$ cat src/rtl/spi_byte_sequencer_pkg.sv
// Shared definitions for the SPI byte sequencer: FSM state encoding and the
// default fill byte used for auto-read transfers.
package spi_byte_sequencer_pkg;

   localparam logic [2:0] ST_IDLE     = 3'd0;
   localparam logic [2:0] ST_START    = 3'd1;
   localparam logic [2:0] ST_WAIT_BSY = 3'd2;
   localparam logic [2:0] ST_XFER     = 3'd3;
   localparam logic [2:0] ST_CAPT     = 3'd4;

   localparam logic [7:0] FILL_BYTE_DEFAULT = 8'hFF;

endpackage

$ cat src/rtl/spi_byte_fifo.sv
// First-word-fall-through FIFO with registered full/empty flags.
// A push on a full FIFO is accepted only when a pop happens in the same cycle;
// a pop on an empty FIFO is ignored.
module spi_byte_fifo #(
   parameter int DEPTH = 4,
   parameter int WIDTH = 8
) (
   input  logic             clk,
   input  logic             rst_n,
   input  logic             push,
   input  logic [WIDTH-1:0] wdata,
   input  logic             pop,
   output logic [WIDTH-1:0] rdata,
   output logic             full,
   output logic             empty
);

   localparam int AW = (DEPTH > 1) ? $clog2(DEPTH) : 1;
   localparam int CW = $clog2(DEPTH) + 1;

   logic [WIDTH-1:0] mem [DEPTH];
   logic [AW-1:0]    wr_ptr;
   logic [AW-1:0]    rd_ptr;
   logic [CW-1:0]    count;
   logic [CW-1:0]    count_nxt;
   logic             do_push;
   logic             do_pop;

   assign do_pop  = pop && !empty;
   assign do_push = push && (!full || do_pop);

   // Head of queue is visible without a pop; reads as zero while empty.
   assign rdata = empty ? '0 : mem[rd_ptr];

   // Next occupancy from the accepted push/pop pair.
   always_comb begin
      count_nxt = count;
      if (do_push && !do_pop) begin
         count_nxt = count + 1'b1;
      end else if (!do_push && do_pop) begin
         count_nxt = count - 1'b1;
      end
   end

   // Pointers, occupancy and flags; pointers wrap naturally since DEPTH is 2^n.
   always_ff @(posedge clk or negedge rst_n) begin
      if (!rst_n) begin
         wr_ptr <= '0;
         rd_ptr <= '0;
         count  <= '0;
         full   <= 1'b0;
         empty  <= 1'b1;
      end else begin
         if (do_push) wr_ptr <= wr_ptr + 1'b1;
         if (do_pop)  rd_ptr <= rd_ptr + 1'b1;
         count <= count_nxt;
         full  <= (count_nxt == CW'(DEPTH));
         empty <= (count_nxt == '0);
      end
   end

   // Storage array; contents are don't-care while not occupied.
   always_ff @(posedge clk) begin
      if (do_push) mem[wr_ptr] <= wdata;
   end

endmodule

$ cat src/rtl/spi_byte_sequencer.sv
// Host-side byte sequencer in front of the SPI byte controller.
// Feeds queued TX bytes (or fill bytes in auto-read mode) over the
// txdata/txstart/busy handshake and queues received bytes for the host.
//
// state     | meaning
// ----------+-------------------------------------------------------------
// IDLE      | waiting for a TX byte or auto-read count, and RX space
// START     | spi_txstart high for this single cycle
// WAIT_BSY  | holding spi_txdata until the controller raises busy
// XFER      | byte shifting; waiting for busy to drop
// CAPT      | capture spi_rxdata into the RX FIFO unless discarding
module spi_byte_sequencer
   import spi_byte_sequencer_pkg::*;
#(
   parameter int         DEPTH     = 4,
   parameter logic [7:0] FILL_BYTE = FILL_BYTE_DEFAULT
) (
   input  logic       clk,
   input  logic       rst_n,
   input  logic       tx_wr,
   input  logic [7:0] tx_wdata,
   input  logic       rx_rd,
   output logic [7:0] rx_rdata,
   input  logic       auto_cnt_wr,
   input  logic [7:0] auto_cnt_wdata,
   input  logic       rx_discard,
   output logic       tx_full,
   output logic       rx_empty,
   output logic       rx_full,
   output logic       seq_busy,
   output logic [7:0] spi_txdata,
   output logic       spi_txstart,
   input  logic [7:0] spi_rxdata,
   input  logic       spi_busy
);

   logic [2:0] state;
   logic [7:0] auto_cnt;
   logic [7:0] tx_head;
   logic       tx_empty;
   logic       tx_pop;
   logic       rx_push;
   logic       launch;
   logic       use_tx;

   // Launch needs work to do and somewhere to put the reply (unless discarding).
   assign use_tx  = !tx_empty;
   assign launch  = (state == ST_IDLE) && (use_tx || (auto_cnt != 8'd0))
                    && (rx_discard || !rx_full);
   assign tx_pop  = launch && use_tx;
   assign rx_push = (state == ST_CAPT) && !rx_discard;

   assign spi_txstart = (state == ST_START);
   assign seq_busy    = (state != ST_IDLE) || !tx_empty || (auto_cnt != 8'd0);

   spi_byte_fifo #(.DEPTH(DEPTH), .WIDTH(8)) u_tx_fifo (
      .clk   (clk),
      .rst_n (rst_n),
      .push  (tx_wr),
      .wdata (tx_wdata),
      .pop   (tx_pop),
      .rdata (tx_head),
      .full  (tx_full),
      .empty (tx_empty)
   );

   // A full RX FIFO without a same-cycle pop drops the captured byte.
   spi_byte_fifo #(.DEPTH(DEPTH), .WIDTH(8)) u_rx_fifo (
      .clk   (clk),
      .rst_n (rst_n),
      .push  (rx_push),
      .wdata (spi_rxdata),
      .pop   (rx_rd),
      .rdata (rx_rdata),
      .full  (rx_full),
      .empty (rx_empty)
   );

   // Transfer sequencing.
   always_ff @(posedge clk or negedge rst_n) begin
      if (!rst_n) begin
         state <= ST_IDLE;
      end else begin
         case (state)
            ST_IDLE:     if (launch) state <= ST_START;
            ST_START:    state <= ST_WAIT_BSY;
            ST_WAIT_BSY: if (spi_busy) state <= ST_XFER;
            ST_XFER:     if (!spi_busy) state <= ST_CAPT;
            ST_CAPT:     state <= ST_IDLE;
            default:     state <= ST_IDLE;
         endcase
      end
   end

   // Outgoing byte only changes at launch, so it is stable for the whole transfer.
   always_ff @(posedge clk or negedge rst_n) begin
      if (!rst_n) begin
         spi_txdata <= 8'h00;
      end else if (launch) begin
         spi_txdata <= use_tx ? tx_head : FILL_BYTE;
      end
   end

   // Auto-read down-counter; a host write overrides a same-cycle decrement.
   always_ff @(posedge clk or negedge rst_n) begin
      if (!rst_n) begin
         auto_cnt <= 8'd0;
      end else if (auto_cnt_wr) begin
         auto_cnt <= auto_cnt_wdata;
      end else if (launch && !use_tx) begin
         auto_cnt <= auto_cnt - 8'd1;
      end
   end

endmodule

$ cat config.mk
export PLATFORM = sky130hd
export DESIGN_NAME = spi_byte_sequencer
export DESIGN_NICKNAME = d
export VERILOG_FILES = /design/src/rtl/spi_byte_sequencer_pkg.sv /design/src/rtl/spi_byte_fifo.sv /design/src/rtl/spi_byte_sequencer.sv
export SDC_FILE = /design/constraint.sdc
export NUM_CORES = 1
export LEC_CHECK = 0
export CORE_MARGIN = 2
export CORE_UTILIZATION = 45
export DETAILED_ROUTE_END_ITERATION = 8
export PLACE_DENSITY_LB_ADDON = 0.1
export SYNTH_ARGS = -nofsm -noshare
export SYNTH_HDL_FRONTEND = slang
export SYNTH_HIERARCHICAL = 1
export SYNTH_SLANG_ARGS = --single-unit
$ cat constraint.sdc
create_clock -name clk -period 3.7 [get_ports clk]
set_input_delay 0.74 -clock clk [delete_from_list [all_inputs] [get_ports clk]]
set_output_delay 0.74 -clock clk [all_outputs]
set_load 0.05 [all_outputs]
Word-level counts from Yosys, hierarchy flattened:

Memory sizes are Yosys's and may differ from the RTL's.
Index checks and enable logic that the tools add are counted.

* bitwise gates (word level): 0
* $add $sub $neg: 9
* shift operators: 0
* divide/modulo/power cells: 0
* equality and inequality tests: 9
* multiplexer cells: 16
* magnitude comparators: 0
* multipliers: 0
* reduce and logical (&&, ||, !) cells: 35

Operators with widths (number)
* two-way mux 8 bit: 4
* two-way mux 3 bit: 7
* logical AND 1 bit: 13
* case mux 3 bit (4 select lines): 1
* equality test 3 bit (second input constant): 3
* zero test 1 bit: 9
* zero test 3 bit: 3
* adder 2 x 1 -> 2 bit (second input constant): 4
* nonzero test 8 bit: 1
* subtractor 8 x 1 -> 8 bit (second input constant): 1
* adder 3 x 1 -> 3 bit (second input constant): 2
* equality test 3 x 2 -> 1 bit (second input constant): 2
* logical OR 1 bit: 6
* inequality test 2 bit (second input constant): 3
* subtractor 3 x 1 -> 3 bit (second input constant): 2
* two-way mux 1 bit: 4
* equality test 3 x 1 -> 1 bit (second input constant): 1
* AND reduction 3 bit: 1
* nonzero test 3 bit: 1
* nonzero test 2 bit: 1

* register bits after elaboration: 37
* word-level logic and storage cells: 84
* bits in read-only memories: 0
* bits of input ports: 31
* latch bits: 0
* output and inout port bits: 21
* memories: 2
* RAM bits: 64

Memory list
* u_rx_fifo.mem: words 4, bits a word 8, read ports 1, clocked after Yosys merged registers in 0, wr ports 1, line spi_byte_fifo.sv:21 `logic [WIDTH-1:0] mem [DEPTH];`
* u_tx_fifo.mem: words 4, bits a word 8, read ports 1, clocked after Yosys merged registers in 0, wr ports 1, line spi_byte_fifo.sv:21

Longest topological paths before layout:

Gate-level depths: netlist of run 1.

* word-level depth: 13
* mapped depth: 8
* depth with buffers taken out: 7

Hierarchy:

Netlist of run 1, hierarchy kept.

By module, submodules not included
* spi_byte_fifo at u_tx_fifo: sequential area each 1187.4 um2, area an instance 1745.4 um2, instances 1, cells an instance 95
* spi_byte_fifo at u_rx_fifo: sequential area each 1187.4 um2, area an instance 1736.7 um2, instances 1, cells an instance 95
* spi_byte_sequencer: sequential area each 475.5 um2, area an instance 1014.7 um2, instances 1, cells an instance 113

Least setup slack after synthesis of run 1:

OpenSTA, ideal clock, no wires.

* path type: register to output
* from: register u_tx_fifo.empty
* to: output port seq_busy
* required time: 2.960 ns
* path buffers: 0
* cell stages (with the launch flop): 4
* data arrival time: 1.622 ns
* path slack: 1.338 ns
* cell sequence: dfstp_2 or4bb_1 nor2_1 nand2_1

* cells in the longest elaborated chain, start to end: 3

Ends and longest elaborated chain
* from (decl): line spi_byte_fifo.sv:15 `output logic empty`
* from (signal assigned): line spi_byte_fifo.sv:58 `empty <= (count_nxt == '0);`
* zero test 1 bit: line spi_byte_sequencer.sv:54 `assign seq_busy = (state != ST_IDLE) || !tx_empty || (auto_cnt != 8'd0);`
* logical OR 1 bit (2 in series): line spi_byte_sequencer.sv:54
* to (decl): line spi_byte_sequencer.sv:30 `output logic seq_busy,`

Every way passes these cells.

Final worst setup path of run 1:

Ends and elaborated chain as after synthesis.

==> impl_metrics.env, run 1 <==
export IMPL_run_status="completed"
export IMPL_fp_dieH_um=104
export IMPL_cts_tree="built"
export IMPL_drcViolationCount=0
export IMPL_p_seq_frac=0.429
export IMPL_critPathArrivalTime_ns=2.71
export IMPL_grt_start_max_net_pins=38
export IMPL_ir_drop_uv=300
export IMPL_nFillCells=831
export IMPL_grt_pass1_vias=2499
export IMPL_comb_power_share=0.388
export IMPL_drt_iter0_markers=104
export IMPL_p_switching_mw=1.50
export IMPL_hold_violations=0
export IMPL_wl_per_cell_um=15.2
export IMPL_synth_top_area_frac=0.427
export IMPL_synth_fp_nets=348
export IMPL_synth_flop_cell="edfxtp_1"
export IMPL_timing_setup_tns_ns=0
export IMPL_synthAdderAreaFrac=0.0390
export IMPL_timing_fmax_ghz=0.290
export IMPL_setup_violations=0
export IMPL_grt_pass1_wl_um=12400
export IMPL_synth_xor_area_frac=0.0267
export IMPL_n_antenna_cell=0
export IMPL_grt_overflow_total=0
export IMPL_holdWs_ns=0.477
export IMPL_io_pins=52
export IMPL_die_w_um=104
export IMPL_cts_resized_gates=0
export IMPL_slowest_stage="dfstp_2"
export IMPL_numCtsBuffers=9
export IMPL_drt_total_wl_um=7480
export IMPL_grt_util_all_layers=0.146
export IMPL_ys_top_cells_by_count="edfxtp_1 (64), dfrtp_1 (35), nor2_1 (28)"
export IMPL_rsz0062_at_grt="false"
export IMPL_final_max_slew_viol_count=0
export IMPL_crit_chain="or4bb_1 > nor2_1 > nand2_1 > clkdlybuf4s50_1"
export IMPL_via_per_inst=5.00
export IMPL_endpoint_kind="primary output"
export IMPL_finalCritPeriodShare=0.932
export IMPL_synth_simple_area_share=0.135
export IMPL_netlist_instances=303
export IMPL_synth_edf_count=64
export IMPL_drv_cap=0
export IMPL_synth_most_common_cell="edfxtp_1"
export IMPL_syn2layout_area_growth_pct=18.3
export IMPL_cp_start_kind="flop"
export IMPL_p_per_area_nw_per_um2=748
export IMPL_r2r_setup_slack_ns=1.17
export IMPL_seq_area_frac_synth=0.634
export IMPL_post_cts_buffers=0
export IMPL_antenna_found_initial=0
export IMPL_async_flop_share=0.366
export IMPL_required_ns=2.96
export IMPL_critPathMaxStageDelay_ns=0.76
export IMPL_drive_gt1_frac=0.175
export IMPL_muxShareOfSynthArea=0.0824
export IMPL_gp_congestion=0.784
export IMPL_timing_rr_start="state[2]$_DFFE_PN0P_"
export IMPL_relSlewSlack=0.443
export IMPL_hold_path_class="input port to async pin"
export IMPL_swShare=0.376
export IMPL_worstSkewPairLatency_ns=0.36
export IMPL_p_int_mw=2.48
export IMPL_coreArea_um2=9730
export IMPL_root_buffer="clkbuf_8"
export IMPL_tightest_slew_ns=0.836
export IMPL_synthTopCellsByArea="edfxtp_1 (43%), dfrtp_1 (19%), mux4_2 (8.0%)"
export IMPL_worst_path_max_fanout=25
export IMPL_start_util=0.462
export IMPL_cts_sinks=101
export IMPL_worstSetupPathType="flop to primary output"
export IMPL_synth_top_family_by_area="simple AND/OR/NAND/NOR gates"
export IMPL_rows=36
export IMPL_path_clk_slew_ns=0.10
export IMPL_cts_hold_buf=0
export IMPL_drt_pass1_iterations=4
export IMPL_reg2regPathDepth=6
export IMPL_fin_skew_ns=0.0120
export IMPL_ys_warn_count=6
export IMPL_p_leak_nw=1.96
export IMPL_clock_path_buffers=2
export IMPL_synthDistinctLibCells=47
export IMPL_cts_htree_levels=3
export IMPL_num_vias=2463
export IMPL_clockPowerShare=0.183
export IMPL_r2r_end="u_tx_fifo/mem[1][1]$_DFFE_PP_"
export IMPL_ys_seq_elements=101
export IMPL_fin_crit_ns=3.45
export IMPL_dp_hpwl_um=5360
export IMPL_syn_area_per_cell_um2=14.8
export IMPL_synth_compound_area_share=0.0576
export IMPL_die_area_um2=10800
export IMPL_netlist_area_um2=4500
export IMPL_yosysTopAreaCell="edfxtp_1"
export IMPL_io_buffers=51
export IMPL_nNetsFinal=400
export IMPL_power_mw=3.98
export IMPL_antenna_left=0
==> worst max path at each step <==
| stage | end | slack [ns] | cells after the start | startpoint |
|---|---|---|---|---|
| finish | seq_busy | 0.25 | 4 | u_tx_fifo/empty$_DFF_PN1_ |
| global route | seq_busy | 0.1 | 4 | u_tx_fifo/empty$_DFF_PN1_ |
| CTS | seq_busy | 0.21 | 4 | u_tx_fifo/empty$_DFF_PN1_ |
| detailed placement | u_tx_fifo/mem[1][4]$_DFFE_PP_ | 0.54 | 7 | rx_discard |
| global placement | u_tx_fifo/mem[1][4]$_DFFE_PP_ | 0.64 | 7 | rx_discard |
| floorplan | seq_busy | 1.34 | 3 | u_tx_fifo/empty$_DFF_PN1_ |
==> through the flow <==
step | setup WS [ns] | cells | utilization | area (um^2)
2_1_floorplan | 1.34 | 303 | - | 4500
3_3_place_gp | 0.639 | 477 | 0.525 | 5110
3_5_place_dp | 0.541 | 477 | 0.525 | 5110
4_1_cts | 0.209 | 493 | 0.547 | 5320
5_1_grt | 0.0979 | 493 | 0.547 | 5320
6_report | 0.250 | 493 | 0.547 | 5320
==> cell families after synthesis <==
logic type | after synthesis
muxes | 17
adders and majority gates | 14
buffers and inverters | 24
and+or+nand+nor | 97
AOI/OAI and AO/OA | 38
xor gates and xnor gates | 12
DFF | 101
==> layer usage <==
layer  up-vias  wire length [um]  GRT usage
li1       1220                 -          -
met1      1207              3600      0.195
met2        30              3580      0.238
met3         6               230     0.0388
met4         0                76     0.0434
met5         -                 0          0
==> flip-flops by register name, indices dropped and copies added (netlist names) <==
signal and cells:
u_rx_fifo/mem 32, u_tx_fifo/mem 32, auto_cnt 8, spi_txdata 8, state 3, u_rx_fifo/count 3
u_tx_fifo/count 3, u_rx_fifo/rd_ptr 2, u_rx_fifo/wr_ptr 2, u_tx_fifo/rd_ptr 2, u_tx_fifo/wr_ptr 2, u_rx_fifo/empty 1
u_rx_fifo/full 1, u_tx_fifo/empty 1, u_tx_fifo/full 1
==> power by group through the flow <==
stage | Combinational [mW] | Clock [mW] | Sequential [mW]
4_1_cts | 1.56 | 0.752 | 1.72
2_1_floorplan | 1.11 | 0 | 1.77
3_5_place_dp | 1.56 | 0 | 1.74
6_report | 1.54 | 0.730 | 1.71
3_3_place_gp | 1.54 | 0 | 1.73
5_1_grt | 1.68 | 0.796 | 1.76
==> area by class of cell <==
| type | count | area, um^2 | area share |
|---|---|---|---|
| repair buffers | 52 | 513 | 0.0964 |
| clock inverters | 7 | 87.6 | 0.0165 |
| flip-flops and latches | 101 | 2850 | 0.536 |
| well taps | 133 | 166 | 0.0313 |
| inverters | 13 | 48.8 | 0.00917 |
| multi-input cells | 178 | 1530 | 0.288 |
| clock buffers | 9 | 124 | 0.0233 |
==> cell usage in the layout, fill, tap and decap left out, drive strengths merged, types with 2 or more instances in the layout <==
cell type	Yosys	routed
nor4b	2	2
mux4	16	16
xnor2	9	9
or3	2	2
o21ai	10	10
ha	14	14
a31oi	4	4
o221ai	2	2
dfstp	2	2
clkbuf	5	9
o2bb2ai	2	2
nor3	5	5
nor2	28	28
a21boi	2	2
and2	10	10
inv	13	18
nand2	11	11
and2b	18	18
dfrtp	35	35
nor3b	6	6
edfxtp	64	64
nand2b	3	3
buf	6	2
a21oi	11	11
clkdlybuf4s50	0	50
nand4	2	2
or4	3	3
a32oi	2	2
nor4bb	2	2
xor2	3	3
==> worst max-delay path: cells and delay by family, from the launching register on <==
kind	cells	cell delay (ns)
buffers and inverters	1	0.71
DFF	1	0.76
and+or+nand+nor	3	0.88
Power figures use the tool's default switching activity.
==> run 2: changes to the inputs <==
==> constraint.sdc (replaced) <==
create_clock -name clk -period 3.8 [get_ports clk]
set_input_delay 0.76 -clock clk [delete_from_list [all_inputs] [get_ports clk]]
set_output_delay 0.76 -clock clk [all_outputs]
set_load 0.05 [all_outputs]
==> run 2 against run 1 <==
Net effect: core utilization shrank 0.28 points; routed wire length down 1.2%; power fell by 4.5%; clock power decreased by 11%; worst setup slack better by 0.076 ns; sequential share of layout area increased by 0.28 points; first-iteration DRC count increased by 36%; sequential power decreased by 3%.
==> impl_metrics.env, run 2 (synthesized netlist as in run 1, its figures left out) <==
export IMPL_p_int_mw=2.35
export IMPL_p_seq_frac=0.437
export IMPL_comb_power_share=0.392
export IMPL_crit_chain="or4bb_1 > nor2_1 > nand2_1 > clkdlybuf4s50_1"
export IMPL_slowest_stage="dfstp_2"
export IMPL_rows=36
export IMPL_timing_fmax_ghz=0.288
export IMPL_p_leak_nw=1.94
export IMPL_drive_gt1_frac=0.173
export IMPL_post_cts_buffers=0
export IMPL_critPathMaxStageDelay_ns=0.76
export IMPL_required_ns=3.04
export IMPL_hold_violations=0
export IMPL_swShare=0.382
export IMPL_tightest_slew_ns=0.831
export IMPL_fp_dieH_um=104
export IMPL_critPathArrivalTime_ns=2.71
export IMPL_r2r_end="u_tx_fifo/mem[1][2]$_DFFE_PP_"
export IMPL_grt_pass1_vias=2519
export IMPL_drt_pass1_iterations=4
export IMPL_worstSkewPairLatency_ns=0.36
export IMPL_grt_util_all_layers=0.148
export IMPL_setup_violations=0
export IMPL_cts_hold_buf=0
export IMPL_reg2regPathDepth=6
export IMPL_setup_ws_ns=0.326
export IMPL_final_max_slew_viol_count=0
export IMPL_cts_htree_levels=3
export IMPL_cts_tree="built"
export IMPL_drt_total_wl_um=7390
export IMPL_io_pins=52
export IMPL_start_util=0.462
export IMPL_timing_setup_tns_ns=0
export IMPL_clock_path_buffers=2
export IMPL_timing_rr_start="state[2]$_DFFE_PN0P_"
export IMPL_die_w_um=104
export IMPL_final_cell_mix="edfxtp_1 (64), clkdlybuf4s50_1 (50), dfrtp_1 (35)"
export IMPL_drcViolationCount=0
export IMPL_cts_sinks=101
export IMPL_cp_start_kind="flop"
export IMPL_reg_top3="u_rx_fifo/mem (32), u_tx_fifo/mem (32)"
export IMPL_nNetsFinal=399
export IMPL_grt_overflow_total=0
export IMPL_run_status="completed"
export IMPL_r2r_setup_slack_ns=1.26
export IMPL_coreArea_um2=9730
export IMPL_drt_iter0_markers=141
export IMPL_num_vias=2466
export IMPL_cp_top_family="simple AND/OR/NAND/NOR gates"
export IMPL_antenna_found_initial=0
export IMPL_die_area_um2=10800
export IMPL_finalCritPeriodShare=0.914
export IMPL_n_antenna_cell=0
export IMPL_pre_cts_ws_ns=0.669
export IMPL_fin_skew_ns=0.0123
export IMPL_worstSetupPathType="flop to primary output"
export IMPL_root_buffer="clkbuf_8"
export IMPL_antenna_left=0
export IMPL_gp_congestion=0.787
export IMPL_syn2layout_area_growth_pct=17.7
export IMPL_critPathBufInv=1
export IMPL_io_buffers=51
export IMPL_grt_pass1_wl_um=12500
export IMPL_p_per_area_nw_per_um2=717
export IMPL_final_common_cell="edfxtp_1"
export IMPL_p_switching_mw=1.45
export IMPL_relSlewSlack=0.446
export IMPL_path_clk_slew_ns=0.10
export IMPL_wl_per_cell_um=15.0
export IMPL_grt_start_max_net_pins=38
export IMPL_fin_crit_ns=3.47
export IMPL_cts_resized_gates=0
export IMPL_via_per_inst=5.01
export IMPL_hold_path_class="input port to async pin"
export IMPL_endpoint_kind="primary output"
export IMPL_numCtsBuffers=9
export IMPL_rsz0062_at_grt="false"
export IMPL_clockPowerShare=0.170
export IMPL_drv_cap=0
export IMPL_worst_path_max_fanout=25
export IMPL_dp_hpwl_um=5320
export IMPL_ir_drop_uv=312
run 2: power by group through the flow:
stage          Clock, mW  Combinational [mW]  Sequential [mW]
6_report           0.647                1.49             1.66
5_1_grt            0.726                1.63             1.71
4_1_cts            0.676                1.51             1.67
3_5_place_dp           0                1.51             1.70
3_3_place_gp           0                1.50             1.69
2_1_floorplan          0                1.08             1.72
run 2: metrics by stage:
stage / power (mW) / hold slack (ns) / instance area [um^2] / instances / util
after global routing: 4.06 / 0.529 / 5290 / 492 / 0.544
after floorplan: 2.80 / 0.464 / 4500 / 303 / -
after detailed placement: 3.20 / 0.506 / 5100 / 476 / 0.524
after CTS: 3.86 / 0.515 / 5290 / 492 / 0.544
after global placement: 3.19 / 0.499 / 5100 / 476 / 0.524
final: 3.80 / 0.491 / 5290 / 492 / 0.544
run 2: final cells by class:
type | count | area [um^2]
Inverter | 13 | 48.8
Multi-Input combinational cell | 178 | 1530
Clock buffer | 9 | 124
Tap cell | 133 | 166
Timing Repair Buffer | 51 | 505
Clock inverter | 7 | 67.6
Fill cell | 827 | 4440
Sequential cell | 101 | 2850
run 2: worst max path at each step:
stage	cells after the start	slack [ns]	start	to
global placement	7	0.72	rx_discard	u_tx_fifo/mem[1][3]$_DFFE_PP_
floorplan	3	1.42	u_tx_fifo/empty$_DFF_PN1_	seq_busy
CTS	4	0.29	u_tx_fifo/empty$_DFF_PN1_	seq_busy
detailed placement	7	0.67	rx_discard	u_tx_fifo/mem[1][5]$_DFFE_PP_
global route	4	0.18	u_tx_fifo/empty$_DFF_PN1_	seq_busy
finish	4	0.33	u_tx_fifo/empty$_DFF_PN1_	seq_busy
run 2: layer usage:
layer  global-route usage  part of all wire  up-vias
met4               0.0463             0.010        0
li1                     -                 -     1219
met2                0.238              0.50       40
met1                0.200              0.46     1199
met3               0.0363             0.035        8
met5                    0                 0        -
